--- config.mk ---
export PLATFORM = sky130hd
export DESIGN_NAME = seq_alu
export DESIGN_NICKNAME = d
export VERILOG_FILES = /design/src/rtl/alu_pkg.sv /design/src/rtl/seq_alu_mul.sv /design/src/rtl/seq_alu.sv
export SDC_FILE = /design/constraint.sdc
export NUM_CORES = 1
export LEC_CHECK = 0
export CORE_ASPECT_RATIO = 0.75
export CORE_MARGIN = 2
export CORE_UTILIZATION = 55
export CTS_BUF_LIST = sky130_fd_sc_hd__clkbuf_16
export DETAILED_ROUTE_END_ITERATION = 12
export PLACE_DENSITY = 0.85
export SLEW_MARGIN = 15
export SYNTH_ARGS = -nofsm -noshare
export SYNTH_HDL_FRONTEND = slang
export SYNTH_SLANG_ARGS = --single-unit
--- constraint.sdc ---
create_clock -name clk -period 4.6 [get_ports clk]
set_clock_uncertainty 0.05 [all_clocks]
set_input_delay 0.92 -clock clk [delete_from_list [all_inputs] [get_ports clk]]
set_output_delay 0.92 -clock clk [all_outputs]
set_load 0.05 [all_outputs]
--- src/rtl/alu_pkg.sv ---
// alu_pkg: shared definitions for the sequential ALU.
//   - DEFAULT_WIDTH : default operand/result width
//   - OP_*          : opcode values
//   - state_t       : control FSM state encoding
package alu_pkg;

   localparam int unsigned DEFAULT_WIDTH = 16;

   localparam int unsigned OP_ADD  = 0;
   localparam int unsigned OP_SUB  = 1;
   localparam int unsigned OP_MUL  = 2;
   localparam int unsigned OP_OR   = 3;
   localparam int unsigned OP_AND  = 4;
   localparam int unsigned OP_NOR  = 5;
   localparam int unsigned OP_NAND = 6;
   localparam int unsigned OP_XOR  = 7;
   localparam int unsigned OP_SHL  = 8;
   localparam int unsigned OP_SHR  = 9;

   typedef enum logic [1:0] {
      IDLE = 2'd0,
      MUL  = 2'd1,
      DONE = 2'd2
   } state_t;

endpackage

--- src/rtl/seq_alu_mul.sv ---
// seq_alu_mul: iterative shift-add multiplier, one multiplier bit per step.
// Ports:
//   clk, rst      : clock, synchronous active-high reset
//   load          : capture operands, clear accumulator and step counter
//   step          : fold in partial product for the current bit, advance counter
//   multiplicand  : operand A (captured on load)
//   multiplier    : operand B (captured on load)
//   acc           : accumulator including the current step's partial product
//   last          : current step is the final one (counter == WIDTH-1)
module seq_alu_mul
   import alu_pkg::*;
#(
   parameter int unsigned WIDTH = DEFAULT_WIDTH,
   parameter int unsigned ACC_W = WIDTH
) (
   input  logic             clk,
   input  logic             rst,
   input  logic             load,
   input  logic             step,
   input  logic [WIDTH-1:0] multiplicand,
   input  logic [WIDTH-1:0] multiplier,
   output logic [ACC_W-1:0] acc,
   output logic             last
);

   localparam int unsigned CW = (WIDTH > 1) ? $clog2(WIDTH) : 1;

   logic [WIDTH-1:0] mcand_q;
   logic [WIDTH-1:0] mplier_q;
   logic [ACC_W-1:0] acc_q;
   logic [ACC_W-1:0] addend;
   logic [CW-1:0]    count_q;

   always_comb begin
      addend = '0;
      if (mplier_q[count_q]) begin
         addend = ACC_W'(mcand_q) << count_q;
      end
   end

   // Exposing the post-step sum lets the owner capture the final product on
   // the same edge that performs the last step.
   assign acc  = acc_q + addend;
   assign last = (count_q == CW'(WIDTH - 1));

   always_ff @(posedge clk) begin
      if (rst) begin
         mcand_q  <= '0;
         mplier_q <= '0;
         acc_q    <= '0;
         count_q  <= '0;
      end else if (load) begin
         mcand_q  <= multiplicand;
         mplier_q <= multiplier;
         acc_q    <= '0;
         count_q  <= '0;
      end else if (step) begin
         acc_q   <= acc;
         count_q <= count_q + CW'(1);
      end
   end

endmodule

--- src/rtl/seq_alu.sv ---
// seq_alu: registered ALU with a start/done handshake. Logic, add/sub and
// shifts complete in one cycle; multiply iterates over WIDTH cycles.
// Optional macro SEQ_ALU_OVF_EN adds the ovf output and widens the multiply
// accumulator to 2*WIDTH.
// Ports:
//   clk, rst        : clock, synchronous active-high reset
//   start           : request, honoured only in IDLE
//   aluoperation    : opcode, sampled with start
//   data1, data2    : operands A/B, sampled with start
//   busy            : multiply in progress
//   done            : one-cycle completion pulse
//   result          : registered result, held until the next completion
//   zero, lt, gt    : result==0, A<B, A>B (unsigned), registered with result
//   ovf             : (SEQ_ALU_OVF_EN only) carry/borrow/high product bits
module seq_alu
   import alu_pkg::*;
#(
   parameter int unsigned WIDTH = DEFAULT_WIDTH,
   parameter int unsigned OP_W  = 4
) (
   input  logic             clk,
   input  logic             rst,
   input  logic             start,
   input  logic [OP_W-1:0]  aluoperation,
   input  logic [WIDTH-1:0] data1,
   input  logic [WIDTH-1:0] data2,
   output logic             busy,
   output logic             done,
   output logic [WIDTH-1:0] result,
   output logic             zero,
   output logic             lt,
   output logic             gt
`ifdef SEQ_ALU_OVF_EN
   ,
   output logic             ovf
`endif
);

   localparam int unsigned SW = (WIDTH > 1) ? $clog2(WIDTH) : 1;
`ifdef SEQ_ALU_OVF_EN
   localparam int unsigned ACC_W = 2 * WIDTH;
`else
   localparam int unsigned ACC_W = WIDTH;
`endif

   state_t           state_q, state_d;
   logic             accept, is_mul;
   logic [WIDTH-1:0] a_q, b_q;
   logic [WIDTH-1:0] alu_res;
   logic [SW-1:0]    shamt;
   logic [ACC_W-1:0] mul_acc;
   logic             mul_last;
   logic [WIDTH-1:0] result_q;
   logic             done_q, zero_q, lt_q, gt_q;
`ifdef SEQ_ALU_OVF_EN
   logic             alu_ovf, ovf_q;
`endif

   assign accept = (state_q == IDLE) && start;
   assign is_mul = (aluoperation == OP_W'(OP_MUL));
   assign shamt  = data2[SW-1:0];

   seq_alu_mul #(
      .WIDTH (WIDTH),
      .ACC_W (ACC_W)
   ) u_mul (
      .clk          (clk),
      .rst          (rst),
      .load         (accept && is_mul),
      .step         (state_q == MUL),
      .multiplicand (data1),
      .multiplier   (data2),
      .acc          (mul_acc),
      .last         (mul_last)
   );

   // Single-cycle operations, evaluated on the live inputs at accept.
   always_comb begin
      alu_res = '0;
`ifdef SEQ_ALU_OVF_EN
      alu_ovf = 1'b0;
`endif
      case (aluoperation)
         OP_W'(OP_ADD): begin
            alu_res = data1 + data2;
`ifdef SEQ_ALU_OVF_EN
            // Wrapped sum below an addend means a carry out.
            alu_ovf = (data1 + data2) < data1;
`endif
         end
         OP_W'(OP_SUB): begin
            alu_res = data1 - data2;
`ifdef SEQ_ALU_OVF_EN
            alu_ovf = data1 < data2;
`endif
         end
         OP_W'(OP_OR):   alu_res = data1 | data2;
         OP_W'(OP_AND):  alu_res = data1 & data2;
         OP_W'(OP_NOR):  alu_res = ~(data1 | data2);
         OP_W'(OP_NAND): alu_res = ~(data1 & data2);
         OP_W'(OP_XOR):  alu_res = data1 ^ data2;
         OP_W'(OP_SHL):  alu_res = data1 << shamt;
         OP_W'(OP_SHR):  alu_res = data1 >> shamt;
         default:        alu_res = '0;
      endcase
   end

   // State register
   always_ff @(posedge clk) begin
      if (rst) begin
         state_q <= IDLE;
      end else begin
         state_q <= state_d;
      end
   end

   // Next-state logic
   always_comb begin
      state_d = state_q;
      case (state_q)
         IDLE:    if (start) state_d = is_mul ? MUL : DONE;
         MUL:     if (mul_last) state_d = DONE;
         DONE:    state_d = IDLE;
         default: state_d = IDLE;
      endcase
   end

   // Output logic: DONE only carries the done pulse, so busy covers MUL alone.
   always_comb begin
      busy = (state_q == MUL);
   end

   always_ff @(posedge clk) begin
      if (rst) begin
         a_q      <= '0;
         b_q      <= '0;
         result_q <= '0;
         done_q   <= 1'b0;
         zero_q   <= 1'b0;
         lt_q     <= 1'b0;
         gt_q     <= 1'b0;
`ifdef SEQ_ALU_OVF_EN
         ovf_q    <= 1'b0;
`endif
      end else begin
         done_q <= 1'b0;
         if (accept) begin
            a_q <= data1;
            b_q <= data2;
            if (!is_mul) begin
               result_q <= alu_res;
               zero_q   <= (alu_res == '0);
               lt_q     <= data1 < data2;
               gt_q     <= data1 > data2;
               done_q   <= 1'b1;
`ifdef SEQ_ALU_OVF_EN
               ovf_q    <= alu_ovf;
`endif
            end
         end else if ((state_q == MUL) && mul_last) begin
            result_q <= mul_acc[WIDTH-1:0];
            zero_q   <= (mul_acc[WIDTH-1:0] == '0);
            lt_q     <= a_q < b_q;
            gt_q     <= a_q > b_q;
            done_q   <= 1'b1;
`ifdef SEQ_ALU_OVF_EN
            ovf_q    <= |mul_acc[ACC_W-1:WIDTH];
`endif
         end
      end
   end

   assign done   = done_q;
   assign result = result_q;
   assign zero   = zero_q;
   assign lt     = lt_q;
   assign gt     = gt_q;
`ifdef SEQ_ALU_OVF_EN
   assign ovf    = ovf_q;
`endif

endmodule
## Yosys cells after proc, flatten, opt, wreduce, memory -nomap -nowiden

Cells that the tools add are included.

- Add/subtract/negate cells: 4
- Reductions and logical operators: 11
- $lt $le $gt $ge: 5
- $mul: 0
- Bitwise logic cells: 5
- Eq/ne operators: 14
- Div/mod/pow operators: 0
- Mux-type cells: 23
- Shifts and indexed selects: 3

Operators by type and width:

| cell | count |
|---|---|
| 16-bit case mux with 9 select lines | 1 |
| 16-bit 2-to-1 mux | 4 |
| 16-bit adder | 2 |
| 16-bit greater-than comparator | 2 |
| 16-bit logical NOT | 2 |
| 16-bit < comparator | 2 |
| 16-bit NOT | 2 |
| 16-bit by 4-bit left shift with 16-bit output | 2 |
| 16-bit AND | 1 |
| 4-bit by 3-bit equality test with 1-bit output, second input constant | 4 |
| 16-bit OR | 1 |
| 16-bit by 4-bit >> shifter with 16-bit output | 1 |
| 16-bit subtractor | 1 |
| 16-bit bitwise XOR | 1 |
| 1-bit 2-to-1 mux | 13 |
| 4-bit equality test, second input constant | 3 |
| 4-bit by 2-bit equality test with 1-bit output, second input constant | 2 |
| 2-bit 2-to-1 mux | 3 |
| 4-bit by 5-bit < comparator with 1-bit output, second input constant | 1 |
| 4-bit by 1-bit adder with 4-bit output, second input constant | 1 |
| 1-bit binary-select mux with 4-bit select | 1 |
| 4-bit by 1-bit equality test with 1-bit output, second input constant | 1 |
| 4-bit logical NOT | 1 |
| 2-bit != test, second input constant | 2 |
| 8 further kinds | 11 |

- Memories kept: 0
- Latch bits: 0
- Bits of input ports: 39
- Register bits: 106
- RAM bits: 0
- Logic and storage cells: 77
- Bits in read-only memories: 0

## Depth between registers and ports, before layout

- Depth after elaboration: 7
- Depth in mapped cells: 21
- Mapped depth without buffers: 19

## By module

Synthesis repeated with hierarchy kept, for this count alone.

- Cells, all modules: 1342
- Area, all modules: 10416.2 µm²

By module, submodules not included:

| module | times used | area an instance (µm²) | cells an instance | seq. area each (µm²) |
|---|---|---|---|---|
| seq_alu | 1 | 7025.5 | 960 | 1081.0 |
| seq_alu_mul | 1 | 3390.8 | 382 | 1041.0 |

## Worst setup path after synthesis

No wires, ideal clock.

- Path kind: register to register
- From: register u_mul.count_q[1]
- To: register result_q[15] (netlist: result[15])
- Arrival time: 3.849 ns
- Required time: 4.422 ns
- Buffers on the path: 3
- Cell stages (with the launch flop): 17
- Setup slack: 0.573 ns
- Cells stage by stage: dfxtp_1 -> clkbuf_1 -> clkbuf_1 -> clkbuf_1 -> o22ai_1 -> mux2i_1 -> nor2_1 -> ha_1 -> a211o_1 -> o31a_1 -> a31oi_1 -> a31oi_1 -> a31o_2 -> xnor2_1 -> nand2_1 -> a22oi_1 -> nor2_1

- Cells in the longest elaborated chain, start to end: 6

Ends and longest elaborated chain:

| what | RTL line | source |
|---|---|---|
| from (decl) | seq_alu_mul.sv:32 | `logic [CW-1:0] count_q;` |
| from (signal assigned) | seq_alu_mul.sv:59 | `count_q <= count_q + CW'(1);` |
| 1-bit binary-select mux with 4-bit select | seq_alu_mul.sv:36 | `if (mplier_q[count_q]) begin` |
| 1-bit 2-to-1 mux (not written as such) | seq_alu_mul.sv:36 |  |
| 16-bit 2-to-1 mux | seq_alu_mul.sv:36 |  |
| 16-bit adder | seq_alu_mul.sv:43 | `assign acc = acc_q + addend;` |
| 16-bit 2-to-1 mux | seq_alu.sv:160 | `end else if ((state_q == MUL) && mul_last) begin` |
| 16-bit 2-to-1 mux | seq_alu.sv:147 | `if (accept) begin` |
| to (signal assigned) | seq_alu.sv:151 | `result_q <= alu_res;` |
| to (signal assigned) | seq_alu.sv:161 | `result_q <= mul_acc[WIDTH-1:0];` |
| to (decl) | seq_alu.sv:53 | `logic [WIDTH-1:0] result_q;` |

Several ways; a longest one is shown, not always the timed one. The select of a mux whose other input is x is not followed.
A chain may end at the register's enable or synchronous reset.

## Worst setup path in the final report

- From: register u_mul.count_q[0]
- To: register zero_q (netlist: zero)

- Cells in the longest elaborated chain, start to end: 7

Ends and longest elaborated chain:

| what | RTL line | source |
|---|---|---|
| 1-bit binary-select mux with 4-bit select | seq_alu_mul.sv:36 |  |
| 1-bit 2-to-1 mux (not written as such) | seq_alu_mul.sv:36 |  |
| 16-bit 2-to-1 mux | seq_alu_mul.sv:36 |  |
| 16-bit adder | seq_alu_mul.sv:43 |  |
| 16-bit logical NOT | seq_alu.sv:162 | `zero_q <= (mul_acc[WIDTH-1:0] == '0);` |
| 1-bit 2-to-1 mux | seq_alu.sv:160 |  |
| 1-bit 2-to-1 mux | seq_alu.sv:147 |  |
| to (signal assigned) | seq_alu.sv:152 | `zero_q <= (alu_res == '0);` |
| to (signal assigned) | seq_alu.sv:162 |  |
| to (decl) | seq_alu.sv:54 | `logic done_q, zero_q, lt_q, gt_q;` |

Several ways; a longest one is shown, not always the timed one. The select of a mux whose other input is x is not followed.

==> impl_metrics.csv <==
group,metric,value,unit
status,status,"finished clean",
job,max_cap_viol_count,0,
placement,place_area,11400,um2
clocking,cts_htree_levels,3,
setup_path,path_buf_inv,1,
drt,dr.pass1.iters,7,
timing,period_share,93.7,%
yosys,ys_ff_latch,106,
drt,via_per_inst,6.45,
setup_path,cpMaxStageDelayCell,"dfxtp_1",
yosys,yosys.cell_types.count,74,
timing,fin_crit,4.31,ns
power_and_ir_drop,vdd_drop_max,189,uV
yosys,synth_area,9930,um2
cells_and_area,postLayoutCoreUtil,66.2,%
placement,place_hpwl,29500,um
cells_and_area,insertedDiodeCount,0,
timing,finalHoldViolations,0,
clocking,clk_path_buf_depth,2,
cells_and_area,fin_area,11700,um2
setup_path,start_kind,"flop",
setup_path,cp_cell_sequence,"mux4_2, o21ai_1, a21boi_1, a211oi_1, ha_1, a21oi_1, nand2_1, a21o_1, a21oi_1, a31oi_1, a31o_2, xnor2_1, buf_4, nand4_1, nand3_1",
yosys,avgSynthCellArea,7.30,um2
placement,portBuffers,59,
placement,gp_congestion,1.11,
timing,drv_slew,0,
cells_and_area,fin_nets,1573,
grt,antenna_found_initial,0,
grt,track_usage,39.3,%
drt,num_vias,11000,
timing,maxClockFrequency,232,MHz
placement,place_inst,1681,
setup_path,worst-setup-path-type,"reg2reg",
setup_path,max_stage_delay,0.59,ns
clocking,hold_buffers,0,
drt,ant_nets,0,
cells_and_area,final_common_cell,"nand2_1",
cells_and_area,drive_gt1_share,12.6,%
cells_and_area,areaGrowthSynthToFinish,17.7,%
setup_path,cpMostUsedCell,"a21oi_1",
timing,worst_pin_slew,0.912,ns
setup_path,critPathLaunch,"u_mul.count_q[0]$_SDFFE_PP0P_",
setup_path,timing.rr.start,"u_mul.count_q[0]$_SDFFE_PP0P_",
setup_path,worstPathArrival,4.55,ns
power_and_ir_drop,cellPowerDensity,237,nW/um2
setup_path,rr_endpoint,"zero$_SDFFE_PP0P_",
yosys,synth_edf_count,0,
yosys,yosysTopAreaCellShare,21.4,%
yosys,seq_area_frac_synth,21.4,%
cells_and_area,nFillCells,1503,
clocking,clock_latency,0.37,ns
floorplanning,num_io_pins,60,
grt,grt_pass1_wl,57800,um
timing,rsz0062_at_grt,"false",
floorplanning,num_rows,42,
grt,first_global_vias,9868,
floorplanning,start_util,56.2,%
timing,finalSetupTns,0,ns
clocking,clk_pin_slew,0.08,ns
clocking,cts_setup_buffers,0,
setup_path,cp_num_cells,15,
drt,drc_errors,0,
yosys,yosys.area.top_type,"dfxtp_1",
floorplanning,die-area,19100,um2
timing,max_slew_margin,39.2,%
cells_and_area,final_cell_mix,"nand2_1 (236), a21oi_1 (142), nor2_1 (124), buf_4 (117), dfxtp_1 (106)",
setup_path,endpoint_kind,"flop",
setup_path,cp.required,4.84,ns
grt,grt_start_max_net_pins,88,
timing,finalSetupViolCount,0,
grt,grt_overflow,0,
setup_path,ff2ff_path_depth,15,
yosys,synth_cells,1360,
setup_path,crit_family,"compound AO/OA/AOI/OAI gates",
yosys,synth_area_leaders,"dfxtp_1 (21%), ha_1 (10%), nand2_1 (8.9%)",
clocking,cts.sinks,106,
timing,hold_ws,0.407,ns
setup_path,r2r_slack,0.29,ns
floorplanning,die_y,120,um
power_and_ir_drop,p_leak,0.00490,uW
clocking,cts_tree,"yes",
drt,wl,38100,um
floorplanning,die_w,159,um
yosys,yosysWarningCount,0,
yosys,syn-num-nets,1483,
setup_path,crit_end,"zero$_SDFFE_PP0P_",
cells_and_area,fin_cells,1697,
yosys,synthArstFlopShare,0,%
setup_path,path_max_fanout,8,
clocking,cts_resized,0,
drt,wl_per_cell,22.4,um
hold_path,hp-class,"reg2reg",
clocking,cts_made_buffers,9,
clocking,clockRootBuffer,"clkbuf_16",
drt,dr.first_iter.drc_count,1660,
floorplanning,core_area,17700,um2
yosys,ys.flop_type,"dfxtp_1",
registers in the layout, summed over array words and instances, names as in the netlist:
register / flops
a_q: 16
b_q: 16
done: 1
gt: 1
lt: 1
result: 16
state_q: 2
u_mul.acc_q: 16
u_mul.count_q: 4
u_mul.mcand_q: 16
u_mul.mplier_q: 16
zero: 1
kinds of logic (layout without fill, tap and decap cells):
family / Yosys count / in the layout / synth area share (%)
XOR/XNOR: 28 / 28 / 2.47
adder cells (fa/ha/maj): 84 / 84 / 10.8
flip-flops: 106 / 106 / 21.4
AO/OA/AOI/OAI: 386 / 386 / 25.0
AND/OR/NAND/NOR: 501 / 501 / 22.3
multiplexers: 87 / 87 / 11.3
buffers and inverters: 168 / 263 / 6.71
per-layer routing:
layer | GRT usage [%] | wire, um | vias up
li1 | - | - | 5040
met1 | 54.2 | 16300 | 5102
met2 | 56.1 | 14900 | 711
met3 | 15.8 | 5700 | 101
met4 | 11.4 | 1130 | 0
met5 | 0 | 0 | -
worst min-delay path, stage by stage (launching register included):
cell	delay, ns
dfxtp_1	0.32
nand2_1	0.05
a21oi_1	0.05
worst min path at each step:
stage          slack [ns]                             from                              end  depth (start not counted)
2_1_floorplan        0.38  u_mul.mplier_q[10]$_SDFFE_PP0P_  u_mul.mplier_q[10]$_SDFFE_PP0P_                          2
3_3_place_gp         0.39  u_mul.mplier_q[10]$_SDFFE_PP0P_  u_mul.mplier_q[10]$_SDFFE_PP0P_                          2
3_5_place_dp         0.40  u_mul.mplier_q[12]$_SDFFE_PP0P_  u_mul.mplier_q[12]$_SDFFE_PP0P_                          2
4_1_cts              0.41  u_mul.mplier_q[15]$_SDFFE_PP0P_  u_mul.mplier_q[15]$_SDFFE_PP0P_                          2
5_1_grt              0.42             b_q[12]$_SDFFE_PP0P_             b_q[12]$_SDFFE_PP0P_                          2
6_report             0.41           result[7]$_SDFFE_PP0P_           result[7]$_SDFFE_PP0P_                          2
synth_stat cells (15+ instances only):
master	count
inv_1	60
mux2i_1	51
o22ai_1	16
dfxtp_1	106
nor3_1	33
clkbuf_1	76
mux4_2	17
nand2_1	236
xnor2_1	19
a211oi_1	34
a21oi_1	142
o21ai_0	38
ha_1	81
nor2_1	124
nand3_1	16
o211ai_1	16
nand2b_1	15
a21o_1	20
final cells by class:
cell class	count	area, um2	area share (%)
multi-input combinational	1086	7140	61.1
sequential	106	2120	18.2
timing repair buffer	181	1550	13.3
tap	242	303	2.59
inverter	66	248	2.12
clock buffer	9	225	1.93
clock inverter	7	96.3	0.824
per-stage QoR:
stage / total power (uW) / setup WS [ns]
floorplan: 1550 / 0.573
global placement: 1930 / 0.166
detailed placement: 1930 / 0.134
CTS: 2740 / 0.382
global route: 2870 / 0.126
finish: 2770 / 0.291
power by group:
group	switching [uW]	leakage, uW	internal [uW]	total, uW
Combinational	589	0.00388	382	971
Clock	427	0.000156	399	827
Sequential	22.4	0.000863	954	976
No activity file was read; power rests on OpenSTA's default activity.
==> RTL change (same flow settings) <==
Add a define of `SEQ_ALU_OVF_EN`.
--- a/src/rtl/seq_alu.sv
+++ b/src/rtl/seq_alu.sv
@@ -14,2 +14,4 @@
 //   ovf             : (SEQ_ALU_OVF_EN only) carry/borrow/high product bits
+`define SEQ_ALU_OVF_EN
+
 module seq_alu
Function (old outputs only; new: ovf): kept (equiv_simple and equiv_induct, registers matched by name and starting in step).
==> RTL change against the unedited design <==
  * The run now ends with setup timing left
  * Final area is 37% higher
  * Sequential power grew 15%
  * Worst setup slack got worse by 380 ps
  * Critical path depth increased by 6
  * Area after synthesis grew 26%
  * Total power up 29%
  * Via count rose by 34%
  * Routed wire length grew 37%
  * Sequential cell count grew 17
  * Critical endpoint is now ovf$_SDFFE_PP0P_
  * Largest power group is now clock
  * Highest routed layer is now met5
==> RTL change: results (changes against the unedited design) <==
Outcome = finished with violations
Failing checks = setup timing
CP endpoint = ovf$_SDFFE_PP0P_
Internal power = 2.34 mW (+35%)
Fin nets = 2,048 (+30%)
Biggest consumer = clock
DR vias = 14.7k (+34%)
CP Max Fanout = 12 (+4)
Htree depth = 4 (+1)
Post-route setup slack = -84.5 ps (-376 ps)
Setup violators final = 1 (+1)
Clock Latency Late Sink = 440 ps (+70 ps)
Hold Slack = 406 ps (-1.22 ps)
Crit path max-delay family = simple AND/OR/NAND/NOR gates
Comb power = 1.13 mW (+16%)
CTS buffer count = 17 (+8)
DR vias/cell = 6.69 (+3.7%)
Vias in the first global route = 13.1k (+32%)
Total setup buffers inserted after CTS = 5 (+5)
Clk sinks = 123 (+16%)
Logic pwr share = 0.316 (-0.034)
Clk cell area share = 0.0350 (+0.00744)
Buffering overhead = 0.165 (+0.0320)
Placed Area = 14,700 µm² (+30%)
Clk pin slew, worst setup/hold paths = 60 ps (-20 ps)
Post-Route WL = 52,300 µm (+37%)
Area Growth Syn to Fin = 27.4%
Synth cell count leaders = nand2_1, a21oi_1, nor2_1
Synth Area per Inst = 7.50 µm² (+2.8%)
Placed cells = 2,140 (+27%)
Nonclk buf count = 319 (+76%)
Xor and xnor area share after synthesis = 0.0349 (+0.0102)
Fraction of layout instances using a drive strength above 1 = 0.226 (+0.0997)
Peak VDD IR = 0.259 mV (+37%)
Port Buffers = 60 (+1.7%)
Complex-gate fraction of the synthesized area = 0.252 (+0.00167)
==> RTL change: changes by cell type in the layout (fill, tap and decap cells not counted), moves of 11 or more <==
cell     change
a21o_1      +15
a21oi_1     +48
buf_4      +127
dfxtp_1     +15
ha_1        +32
inv_1       +20
mux2i_1     -13
nand2_1     +17
nor2_1      +17
nor2b_1     +11
o21ai_0     +19
xnor2_1     +17
==> RTL change: worst reg2reg max path: stages, from the launching register on <==
cell and delay (ps):
dfxtp_4 380, buf_12 140, buf_8 170, mux2_4 350, nand2_1 90, o21ai_1 130
mux2i_1 270, buf_4 170, buf_4 100, nor2_1 50, ha_1 380, nand3_1 160
or3b_4 440, a31oi_4 270, o211ai_1 170, buf_4 170, a21boi_2 180, o2111ai_2 200
nor4b_4 250, nor4b_4 230, buf_4 160, a31oi_1 60
==> RTL change: per-layer routing <==
metal  up-vias  GRT usage  share of wire
met4         2      0.114          0.037
met3       216      0.161           0.16
met5         -     0.0313         0.0010
li1       6403          -              -
met1      6872      0.585           0.41
met2      1201      0.551           0.40
